===== src/rtl/seq_pkg.sv =====
// rtl/seq_pkg.sv - shared state encoding, halt opcode and direccion field layout for the fetch sequencer
package seq_pkg;

  typedef enum logic [1:0] {
    ST_FETCH   = 2'd0,
    ST_EXECUTE = 2'd1,
    ST_HALT    = 2'd2
  } seq_state_t;

  localparam logic [3:0] HALT_OPCODE = 4'b1111;

  localparam int DIR_W        = 7;
  localparam int DIR_IR_MSB   = 6;
  localparam int DIR_IR_LSB   = 3;
  localparam int DIR_C_BIT    = 2;
  localparam int DIR_Z_BIT    = 1;
  localparam int DIR_FASE_BIT = 0;

  function automatic logic [DIR_W-1:0] pack_direccion(
    input logic [3:0] ir,
    input logic       c,
    input logic       z,
    input logic       f
  );
    logic [DIR_W-1:0] d;
    d                          = '0;
    d[DIR_IR_MSB:DIR_IR_LSB]   = ir;
    d[DIR_C_BIT]               = c;
    d[DIR_Z_BIT]               = z;
    d[DIR_FASE_BIT]            = f;
    return d;
  endfunction

endpackage


===== src/rtl/fetch_sequencer.sv =====
// rtl/fetch_sequencer.sv - two-phase fetch/execute sequencer producing the microcode ROM address
// Optional HALT state on opcode 4'b1111 enabled by macro SEQ_HALT_EN.
module fetch_sequencer
  import seq_pkg::*;
#(
  parameter int PC_W = 12
) (
  input  logic            clk,
  input  logic            reset,
  input  logic            enable,
  input  logic [3:0]      instr,
  input  logic            c_in,
  input  logic            z_in,
  input  logic            flag_we,
  input  logic            pc_inc,
  input  logic            pc_load,
  input  logic [PC_W-1:0] load_addr,
  output logic [PC_W-1:0] pc,
  output logic [6:0]      direccion,
  output logic [3:0]      ir,
  output logic            fase,
  output logic            halted
);

  seq_state_t      r_state, w_state_nxt;
  logic [PC_W-1:0] r_pc, w_pc_nxt;
  logic [3:0]      r_ir, w_ir_nxt;
  logic            r_c, w_c_nxt;
  logic            r_z, w_z_nxt;
  logic            w_fase;

  always_ff @(posedge clk) begin
    if (reset) begin
      r_state <= ST_FETCH;
      r_pc    <= '0;
      r_ir    <= '0;
      r_c     <= 1'b0;
      r_z     <= 1'b0;
    end else begin
      r_state <= w_state_nxt;
      r_pc    <= w_pc_nxt;
      r_ir    <= w_ir_nxt;
      r_c     <= w_c_nxt;
      r_z     <= w_z_nxt;
    end
  end

  always_comb begin
    w_state_nxt = r_state;
    w_pc_nxt    = r_pc;
    w_ir_nxt    = r_ir;
    w_c_nxt     = r_c;
    w_z_nxt     = r_z;
    case (r_state)
      ST_FETCH: begin
        if (enable) begin
          w_ir_nxt    = instr;
          w_state_nxt = ST_EXECUTE;
        end
      end
      ST_EXECUTE: begin
        if (enable) begin
          if (flag_we) begin
            w_c_nxt = c_in;
            w_z_nxt = z_in;
          end
          // load wins over increment when both strobes are asserted
          if (pc_load) begin
            w_pc_nxt = load_addr;
          end else if (pc_inc) begin
            w_pc_nxt = r_pc + PC_W'(1);
          end
          w_state_nxt = ST_FETCH;
`ifdef SEQ_HALT_EN
          if (r_ir == HALT_OPCODE) begin
            w_state_nxt = ST_HALT;
          end
`endif
        end
      end
      default: begin
        w_state_nxt = r_state;
      end
    endcase
  end

  assign w_fase    = (r_state != ST_FETCH);
  assign fase      = w_fase;
  assign pc        = r_pc;
  assign ir        = r_ir;
  assign direccion = pack_direccion(r_ir, r_c, r_z, w_fase);

`ifdef SEQ_HALT_EN
  assign halted = (r_state == ST_HALT);
`else
  assign halted = 1'b0;
`endif

endmodule


===== config.mk =====
export PLATFORM = sky130hd
export DESIGN_NAME = fetch_sequencer
export DESIGN_NICKNAME = d
export VERILOG_FILES = /design/src/rtl/seq_pkg.sv /design/src/rtl/fetch_sequencer.sv
export SDC_FILE = /design/constraint.sdc
export NUM_CORES = 1
export LEC_CHECK = 0
export CAP_MARGIN = 20
export CORE_MARGIN = 3
export CORE_UTILIZATION = 40
export DETAILED_ROUTE_END_ITERATION = 16
export PLACE_DENSITY = 0.75
export SETUP_SLACK_MARGIN = 0.4
export SLEW_MARGIN = 10
export SYNTH_ARGS = -nofsm -noshare
export SYNTH_HDL_FRONTEND = slang
export SYNTH_SLANG_ARGS = --single-unit

===== constraint.sdc =====
create_clock -name clk -period 2.35 [get_ports clk]
set_clock_uncertainty 0.2 [all_clocks]
set_input_delay 0.705 -clock clk [delete_from_list [all_inputs] [get_ports clk]]
set_output_delay 0.705 -clock clk [all_outputs]
set_load 0.02 [all_outputs]

==> metrics <==
crit path kind register to primary output; register area 385 um^2; Top Family by Delay on Critical Path flip-flops; Port Buffer Count 47; Die ar. 3410 um^2; Design Area, Final 1590 um^2; Hold EP r_z; post-route insts no fill 212; Die X 58.4 um; P per Cell Area 439 nW/um^2; crit path launch type register; Post-Place Cell Area 1600 um^2; number of diodes 0; crit path max-delay cell type dfxtp_1; Reg2Reg Launch Point pc[2]; clk_lat worst skew 0.30 ns; largest net degree at the start of global routing 24; CP Launch Point ir[1]; Distinct cells, synth 39; via count 1,157; cell count after placement 207; DR vias/cell 5.46; WL/cell 14.2 um; most frequent cells in the layout 20 x clkdlybuf4s50_1, 17 x nor2_1, 16 x buf_4; synth-to-layout area growth 44.6%; Mapped Cells 134; CP Capture Type primary output; CP Data Required Time 1.44 ns; DR iter-0 viols 44; Post-synth EDFFs 0; grt ovf 0; Static Leak 0.689 nW; Core Area 2540 um^2; cell row count 18; GPL Wtd Cong 0.855; post-route ant nets 0; crit-path max cell delay 0.36 ns; Most used DFF post-synth dfxtp_1; worst min-delay path class register to register; worst endpoint data arrival time 1.01 ns; post-synthesis cell area 1100 um^2; fmax 0.523 GHz; fin. max-slew vios 0; VDD IR max 0.449 mV; status completed; Reg2Reg Setup Slack 0.51 ns; antenna violations before repair 0; first-pass GRT wire length 4.82 mm; crit-path cells dlygate4sd2_1; Yosys reg bits 19; ratio of cells with drive above 1 in the final layout 0.198; Clock transition at path regs 0.11 ns; Reg-to-Reg End pc[9]; Nets 208; dpl hpwl 2.29 mm; Die Y 58.4 um; reg2reg path depth 5; drt total wl 3.02 mm; Final Power 0.697 mW; Max FO, Critical Path 3; Period minus WS final 1.91 ns; fillers 247; Hold Buf Count CTS 0; DRC viols 0; Hold Path Depth 2; max-capacitance violation count 0; Final period util 0.813; # clock sinks 19; Mean Syn Cell Area 8.20 um^2; H-Tree Depth 1; Critical path buffers and inverters 1; Initial Util 0.432; Setup violations, final 0; number of CTS-inserted buffers 3; Mapped Nets 159; register area share after synthesis 0.346; Post-Route Setup TNS 0 ns; number of global-route vias before repair 1,082; worst hold start r_z; Hold Vio Cnt, Final 0; commonest non-fill, non-tap cell in the layout clkdlybuf4s50_1; num ports 49; Root Buffer Master clkbuf_4; TritonCTS clock tree done; Post-synth ARST share 0; RSZ-0062 raised after global routing true; Synth Warn # 0; DRT Pass-1 Iters 4; Core Util, Final 0.624; Max clock buf depth 2; Multi-input gate area 592 um^2; Overall Global Routing Usage 0.179
==> through the flow <==
step                setup WS, ns  hold WS [ns]
floorplan                  0.413         0.265
global placement          0.0300         0.281
detailed placement       -0.0112         0.298
CTS                        0.259         0.320
global route               0.396         0.345
finish                     0.439         0.312
==> cell families (layout without fill, tap and decap cells) <==
group                      after synthesis  in the layout  share of synthesized area
adders and majority gates                1              1                     0.0114
xor gates and xnor gates                 1              1                    0.00797
and+or+nand+nor                         52             52                      0.243
DFF                                     19             19                      0.346
buffers and inverters                   20             68                      0.115
muxes                                    9              9                     0.0820
AOI/OAI and AO/OA                       31             31                      0.191
other                                    1              1                    0.00341
==> power breakdown <==
part	switching, mW	internal (mW)
Sequential	0.0132	0.337
Combinational	0.0894	0.0931
Clock	0.0987	0.0661
==> sequential cells by signal, indices dropped and copies added, names as in the netlist <==
register,count
r_z,1
ir,4
pc,12
r_state,1
r_c,1
==> layout make-up <==
cell class / instances / share of cell area
Clock buffer: 4 / 0.0165
Inverter: 1 / 0.00236
Multi-Input combinational cell: 95 / 0.372
Sequential cell: 19 / 0.243
Tap cell: 30 / 0.0236
Timing Repair Buffer: 63 / 0.343
==> metal layers <==
metal | part of all wire | track usage
met3 | 0.062 | 0.0439
met5 | 0 | 0
met1 | 0.43 | 0.237
met4 | 0.023 | 0.0596
met2 | 0.49 | 0.285
==> cell usage after synthesis, types with 2 or more instances <==
library cell / count / area, um^2
dfxtp_1: 19 / 380
nor2_1: 17 / 63.8
nand2_1: 10 / 37.5
buf_4: 9 / 67.6
mux2i_1: 9 / 90.1
nand3_1: 7 / 35.0
o21ai_0: 7 / 35.0
a31oi_1: 6 / 37.5
clkbuf_1: 6 / 22.5
a21oi_1: 5 / 25.0
a32o_1: 3 / 30.0
nand4_1: 3 / 18.8
nor2b_1: 3 / 18.8
a22o_1: 2 / 17.5
buf_2: 2 / 10.0
buf_6: 2 / 22.5
o31ai_1: 2 / 15.0
==> repair_timing <==
item	CTS	global route
endpoints found under the setup margin	39	17
gates resized for setup	41	16
setup buffers	1	0
pin swaps	0	0
==> how the worst max path moves through the flow <==
stage | cells after the start | end
floorplan | 6 | pc[2]
global placement | 4 | pc[9]
detailed placement | 4 | pc[9]
CTS | 1 | pc[0]
global route | 1 | direccion[3]
finish | 1 | direccion[4]
No activity file was read; power rests on OpenSTA's default activity.
